[config.mk]
export PLATFORM = sky130hd
export DESIGN_NAME = multiword_adder_controller
export DESIGN_NICKNAME = d
export VERILOG_FILES = /design/src/rtl/add_ctrl_pkg.sv /design/src/rtl/multiword_adder_controller_adder.sv /design/src/rtl/multiword_adder_controller.sv
export SDC_FILE = /design/constraint.sdc
export NUM_CORES = 1
export LEC_CHECK = 0
export CORE_MARGIN = 2
export CORE_UTILIZATION = 30
export CTS_BUF_LIST = sky130_fd_sc_hd__clkbuf_8
export CTS_CLUSTER_DIAMETER = 60
export DETAILED_ROUTE_END_ITERATION = 10
export HOLD_SLACK_MARGIN = 0.08
export PLACE_DENSITY = 0.51
export SLEW_MARGIN = 20
export SYNTH_ARGS = -nofsm -noshare
export SYNTH_HDL_FRONTEND = slang
export SYNTH_SLANG_ARGS = --single-unit
[constraint.sdc]
create_clock -name Clk -period 3.7 [get_ports Clk]
set_input_delay 0.925 -clock Clk [delete_from_list [all_inputs] [get_ports Clk]]
set_output_delay 0.925 -clock Clk [all_outputs]
set_load 0.02 [all_outputs]
[src/rtl/add_ctrl_pkg.sv]
// Shared definitions for the multiword adder controller:
// FSM state encoding and index counter width helper.
package add_ctrl_pkg;

  localparam logic [1:0] IDLE_ENC = 2'd0;
  localparam logic [1:0] RUN_ENC  = 2'd1;
  localparam logic [1:0] DONE_ENC = 2'd2;

  typedef enum logic [1:0] {
    IDLE = IDLE_ENC,
    RUN  = RUN_ENC,
    DONE = DONE_ENC
  } state_t;

  // Index counter width; a single-word operand still needs one bit.
  function automatic int idx_w(input int words);
    return (words > 1) ? $clog2(words) : 1;
  endfunction

endpackage

[src/rtl/multiword_adder_controller_adder.sv]
// Narrow ripple word adder shared by the multiword controller.
// Pure combinational: {Carry_out, Sum} = Data_1 + Data_2 + Carry_in.
module Multiple_bits_Adder #(
  parameter int WIDTH = 4
) (
  input  logic [WIDTH-1:0] Data_1,
  input  logic [WIDTH-1:0] Data_2,
  input  logic             Carry_in,
  output logic [WIDTH-1:0] Sum,
  output logic             Carry_out
);

  assign {Carry_out, Sum} = {1'b0, Data_1}
                          + {1'b0, Data_2}
                          + {{WIDTH{1'b0}}, Carry_in};

endmodule

[src/rtl/multiword_adder_controller.sv]
// Wide adder sequencer: iterates one narrow adder over WORDS words,
// LSW first, chaining the carry through a register.
module multiword_adder_controller
  import add_ctrl_pkg::*;
#(
  parameter int WIDTH = 4,
  parameter int WORDS = 4
) (
  input  logic                   Clk,
  input  logic                   Rst,
  input  logic                   In_valid,
  output logic                   In_ready,
  input  logic [WIDTH*WORDS-1:0] Operand_A,
  input  logic [WIDTH*WORDS-1:0] Operand_B,
  input  logic                   Carry_in,
  output logic                   Out_valid,
  input  logic                   Out_ready,
  output logic [WIDTH*WORDS-1:0] Result,
  output logic                   Carry_out
);

  localparam int W  = WIDTH * WORDS;
  localparam int IW = idx_w(WORDS);

  state_t          state;
  state_t          state_nx;
  logic [W-1:0]    a_q;
  logic [W-1:0]    b_q;
  logic [W-1:0]    res_q;
  logic [IW-1:0]   idx;
  logic            carry_q;
  logic            cout_q;

  logic [WIDTH-1:0] a_w;
  logic [WIDTH-1:0] b_w;
  logic [WIDTH-1:0] sum_w;
  logic             c_w;
  logic             last;
  logic             accept;

  assign a_w    = a_q[idx*WIDTH +: WIDTH];
  assign b_w    = b_q[idx*WIDTH +: WIDTH];
  assign last   = (idx == IW'(WORDS - 1));
  assign accept = In_valid && (state == IDLE);

  Multiple_bits_Adder #(
    .WIDTH(WIDTH)
  ) u_add (
    .Data_1   (a_w),
    .Data_2   (b_w),
    .Carry_in (carry_q),
    .Sum      (sum_w),
    .Carry_out(c_w)
  );

  // State register
  always_ff @(posedge Clk) begin
    if (Rst) state <= IDLE;
    else     state <= state_nx;
  end

  // Next-state: accept -> iterate words -> hold until consumed
  always_comb begin
    state_nx = state;
    unique case (state)
      IDLE:    if (In_valid)  state_nx = RUN;
      RUN:     if (last)      state_nx = DONE;
      DONE:    if (Out_ready) state_nx = IDLE;
      default: state_nx = IDLE;
    endcase
  end

  // Operand capture, index, carry chain and result words
  always_ff @(posedge Clk) begin
    if (Rst) begin
      a_q     <= '0;
      b_q     <= '0;
      res_q   <= '0;
      idx     <= '0;
      carry_q <= 1'b0;
      cout_q  <= 1'b0;
    end else if (accept) begin
      a_q     <= Operand_A;
      b_q     <= Operand_B;
      idx     <= '0;
      carry_q <= Carry_in;
    end else if (state == RUN) begin
      res_q[idx*WIDTH +: WIDTH] <= sum_w;
      carry_q <= c_w;
      if (last) cout_q <= c_w;
      else      idx    <= idx + 1'b1;
    end
  end

  assign In_ready  = (state == IDLE);
  assign Out_valid = (state == DONE);
  assign Result    = res_q;
  assign Carry_out = cout_q;

endmodule

Word level (Yosys, flattened, before mapping)

Cells that the tools add are included.

Logic and storage cells: 38
Output and inout bits: 19
Input bits: 37
Flip-flop bits (word level): 54

$add $sub $neg: 4
Shifts and indexed selects: 4
Multiplexer cells: 7
Equal/unequal tests: 6
Reduce and logical (&&, ||, !) cells: 8
Bitwise gates (word level): 2

Operators with widths:

| operator                                                                 | count |
|---|---|
| 4-bit negation with 34-bit output                                        | 1 |
| 4-bit by 34-bit variable shift with 16-bit output (first input constant) | 1 |
| 4-bit by 34-bit indexed part select with 16-bit output                   | 1 |
| 16-bit by 5-bit indexed part select with 4-bit output                    | 2 |
| 16-bit bitwise mux                                                       | 1 |
| 2-bit two-way mux                                                        | 3 |
| 2-bit one-hot mux with 3 select lines                                    | 1 |
| 3-bit AND reduction                                                      | 2 |
| 4-bit by 4-bit adder with 5-bit output                                   | 1 |
| 5-bit by 1-bit adder with 5-bit output                                   | 1 |
| 2-bit == test (second input constant)                                    | 2 |
| 2-bit inequality test (second input constant)                            | 2 |
| 2-bit AND reduction                                                      | 2 |
| 2-bit by 1-bit adder with 2-bit output (second input constant)           | 1 |
| 2-bit by 1-bit == test with 1-bit output (second input constant)         | 1 |
| 2-bit zero test                                                          | 1 |
| 1-bit two-way mux                                                        | 2 |
| 2-bit by 1-bit inequality test with 1-bit output (second input constant) | 1 |
| 1-bit inverter                                                           | 2 |
| 2-bit nonzero test                                                       | 1 |
| 2-bit OR reduction                                                       | 1 |
| 1-bit logical AND                                                        | 1 |

Depth between registers and ports, before layout

Word-level depth: 5
Mapped depth: 8

Cells and area by module

A second synthesis with hierarchy kept.

Cells, all modules: 267
Area, all modules: 2441.1 um^2

By module, submodules not included:

| module                     | instances | area each (um^2) | seq. area each (um^2) | cells an instance |
|---|---|---|---|---|
| multiword_adder_controller | 1         | 2297.2           | 1081.0                | 251 |
| Multiple_bits_Adder        | 1         | 143.9            | 0.0                   | 16 |

Worst setup path after synthesis

Ideal clock, no wire load.

Path type: register to register
Start point: register idx[0]
End point: register carry_q
Arrival: 2.622 ns
Cell stages (with the launch flop): 9
Path slack: 0.946 ns
Library setup time: 0.132 ns
Period minus slack after synthesis: 2.754 ns
Path through: dfxtp_1 > buf_4 > mux4_2 > fa_1 > fa_1 > a21o_1 > a21oi_1 > a211o_1 > a21oi_1

Cells in the longest elaborated chain, start to end: 5
Elaborated cells between the ends (all ways): 6
Those cells by class: add/sub (2); shift (2); mux (2)

RTL lines:

| item                                                                            | RTL line                                                           | text |
|---|---|---|
| from (decl)                                                                     | multiword_adder_controller.sv:30                                   | `logic [IW-1:0] idx;` |
| from (signal assigned)                                                          | multiword_adder_controller.sv:91                                   | `else idx <= idx + 1'b1;` |
| 16-bit by 5-bit indexed part select with 4-bit output, on equally long branches | multiword_adder_controller.sv:41, multiword_adder_controller.sv:42 |  |
| 4-bit by 4-bit adder with 5-bit output (*)                                      | multiword_adder_controller_adder.sv:14                             | `+ {1'b0, Data_2}` |
| 5-bit by 1-bit adder with 5-bit output (*)                                      | multiword_adder_controller_adder.sv:15                             | `+ {{WIDTH{1'b0}}, Carry_in};` |
| 1-bit two-way mux (*)                                                           | multiword_adder_controller.sv:87                                   | `end else if (state == RUN) begin` |
| 1-bit two-way mux (*)                                                           | multiword_adder_controller.sv:82                                   | `end else if (accept) begin` |
| to (signal assigned)                                                            | multiword_adder_controller.sv:86                                   | `carry_q <= Carry_in;` |
| to (signal assigned)                                                            | multiword_adder_controller.sv:89                                   | `carry_q <= c_w;` |
| to (decl)                                                                       | multiword_adder_controller.sv:31                                   | `logic carry_q;` |

Mark *: on every way between the ends. The rest lies on a longest branch, timed or not. The select of a mux whose other input is x is not followed.
A chain may end at the register's enable or synchronous reset.

Final worst setup path

Ends and elaborated chain as after synthesis.

==> qor.txt <==
========================================================================================================
Run status ................................................................................ finished, final reports clean
Cell Count, Final, Fillers Out ............................................................          408
Cts hold-fix bufs .........................................................................            0
Synth warnings ............................................................................            0
Routed wire length per instance ...........................................................     13.26 µm
Max Slew Vio Count ........................................................................            0
Critical path capture point type ..........................................................    flip-flop
CTS tree ..................................................................................          yes
Max Buffers Root-to-Sink ..................................................................            2
Gate Count Post-Synth .....................................................................          258
IO Count ..................................................................................           56
Initial Util ..............................................................................       0.3088
# placed instances ........................................................................          400
Top cells by area, synth .................................................................. dfxtp_1 (45%), nand2_1 (11%), mux4_2 (7.6%)
Number of hold violations in the final report .............................................            0
Die area ..................................................................................     8683 µm²
WP data arrival ...........................................................................      3070 ps
Maximum vdd drop ..........................................................................    0.1761 mV
H-tree levels .............................................................................            2
CP Class ..................................................................................      reg2reg
Insertion delay of the later-clocked pin in the worst-skew pair ...........................       300 ps
Power per cell area ....................................................................... 374.4 nW/µm²
Worst path setup slack after routing ......................................................     772.8 ps
All-Layer GR Usage ........................................................................       0.1289
Diode insertion count for antenna repair ..................................................            0
Final setup violation count ...............................................................            0
Count of TritonRoute iterations in the first routing pass .................................            5
Rel. slew slack ...........................................................................       0.3201
Dominant cell type by area after synthesis ................................................      dfxtp_1
Overall routed net length .................................................................      5410 µm
Final TNS setup ...........................................................................         0 ps
Max-cap violation count ...................................................................            0
Layout net count ..........................................................................          353
Area of the mapped netlist ................................................................     2386 µm²
Measured slew at the worst slew-check pin .................................................      1017 ps
Unrepaired setup endpoints after global routing ...........................................           no
Post-synth EDFFs ..........................................................................            0
Routed via count ..........................................................................         1876
Floorplan row count .......................................................................           32
Buffers added on ports ....................................................................           55
Met2 usage in global routing ..............................................................       0.2089
Dominant cell by count in the synthesized netlist .........................................      nand2_1
Overall overflow remaining after global route .............................................            0
Starting DRT DRC Count ....................................................................           54
Total nets after synthesis ................................................................          306
Placeable core area .......................................................................     7727 µm²
Post-placement setup slack ................................................................     747.9 ps
Worst hold path type ......................................................................      reg2reg
Flip-flop and latch count after synthesis .................................................           54
Area share of the largest cell type after synthesis .......................................       0.4531
Number of gates resized after cts .........................................................            0
Final cycle utilization of the critical path ..............................................       0.7911
Met3 global-route usage ...................................................................      0.03143
Initial antenna violation count ...........................................................            0
Grt met1 use ..............................................................................       0.1729
Area added between synthesis and finish ...................................................       28.53%
Clock Skews ...............................................................................     6.774 ps
Min Clock Period, post-route ..............................................................      2927 ps
Chip width ................................................................................     93.18 µm
Required time of the critical path ........................................................      3850 ps
Fraction of the yosys area taken by sequential cells ......................................       0.4531
Die height ................................................................................     93.18 µm
Most Crowded Layer GR .....................................................................         met2
Maximum frequency from static timing analysis .............................................   0.3416 GHz
Layout cell share with drive strength beyond 1 ............................................      0.08170
Standby leakage power .....................................................................     1.155 nW
Master cell of the clock root buffer ......................................................     clkbuf_8
DRC violations left .......................................................................            0
Post-DP HPWL ..............................................................................      3804 µm
Type of element launching the critical path ...............................................    flip-flop
Vias in the first global route ............................................................         1843
Total clock buffers created by CTS ........................................................            5
Filler Cells Inserted .....................................................................          794
Largest net degree at the start of global routing .........................................           55
Post-synth ARST share .....................................................................            0
Post-CTS clock slew at the launch and capture registers of the worst setup and hold paths .        90 ps
Minimum hold slack ........................................................................     456.5 ps
Commonest cells in the synthesized netlist ................................................ nand2_1 (70), dfxtp_1 (54), a21oi_1 (35)
Remaining antenna violation count .........................................................            0
Clk sinks .................................................................................           54
Vias per Instance .........................................................................        4.598
Unique masters post-synth .................................................................           34
Final total power .........................................................................   0.001148 W
CP Max Fanout .............................................................................           11
Post-CTS setup buffer count ...............................................................            0
Wire length of the first global-routing pass ..............................................      8901 µm
Average size of a mapped cell .............................................................    9.248 µm²
Final estimated routing congestion in global placement ....................................       0.7759
Ys flop type ..............................................................................      dfxtp_1
========================================================================================================
cell type report:
class | count | area [µm²] | area share
timing repair buffer | 56 | 553.0 | 0.1803
clock buffer | 6 | 82.58 | 0.02693
inverter | 3 | 11.26 | 0.003672
multi-input combinational | 185 | 1202 | 0.3921
sequential | 54 | 1081 | 0.3525
clock inverter | 2 | 8.758 | 0.002856
tap | 102 | 127.6 | 0.04162
where the power goes:
group / internal (W) / switching (W)
Combinational: 0.0000917 / 0.0000965
Clock: 0.000149 / 0.000185
Sequential: 0.000607 / 0.0000188
metrics by stage:
step | util | area (µm²)
4_1_cts | 0.3969 | 3067
6_report | 0.3969 | 3067
3_5_place_dp | 0.3850 | 2975
3_3_place_gp | 0.3850 | 2975
2_1_floorplan | - | 2386
5_1_grt | 0.3969 | 3067
per-layer routing:
metal	part of all wire	wire length (µm)
met1	0.49	2640
met2	0.46	2499
met3	0.044	237
met4	0.0061	33
met5	0	0
registers in the layout, indices dropped and copies added (netlist names):
register	flops
Carry_out	1
idx	2
Result	16
state	2
a_q	16
carry_q	1
b_q	16
worst max-delay path, stage by stage, from the launching register on:
cell,delay [ps]
dfxtp_1,730
mux4_2,610
fa_1,450
fa_1,410
a21o_1,190
a21oi_1,180
a211o_1,140
a21oi_1,50
final timing paths:
path / depth (start not counted) / endpoint / slack [ps] / from
setup / recovery: 7 / carry_q / 770 / idx[0]
hold / removal: 2 / a_q[11] / 460 / a_q[11]
setup reg to reg: 7 / carry_q / 770 / idx[0]
hold reg to reg: 2 / a_q[11] / 460 / a_q[11]
logic make-up after synthesis:
family / share of synthesized area
AOI/OAI and AO/OA: 0.1463
and+or+nand+nor: 0.2066
adders and majority gates: 0.06398
buffers and inverters: 0.04300
DFF: 0.4531
xor gates and xnor gates: 0.007343
muxes: 0.07971
cell usage in the layout (no fill, tap or decap), types with 2 or more instances in the layout:
cell	netlist	final
ha_1	9	9
a211o_1	2	2
clkdlybuf4s50_1	0	54
nor2_1	21	21
fa_1	2	2
a22oi_1	13	13
a32oi_1	4	4
dfxtp_1	54	54
mux4_2	8	8
a21o_1	2	2
nor3_1	2	2
clkbuf_8	0	6
inv_1	3	4
a21oi_1	35	35
nand2_1	70	70
(Power assumes the default switching activity.)
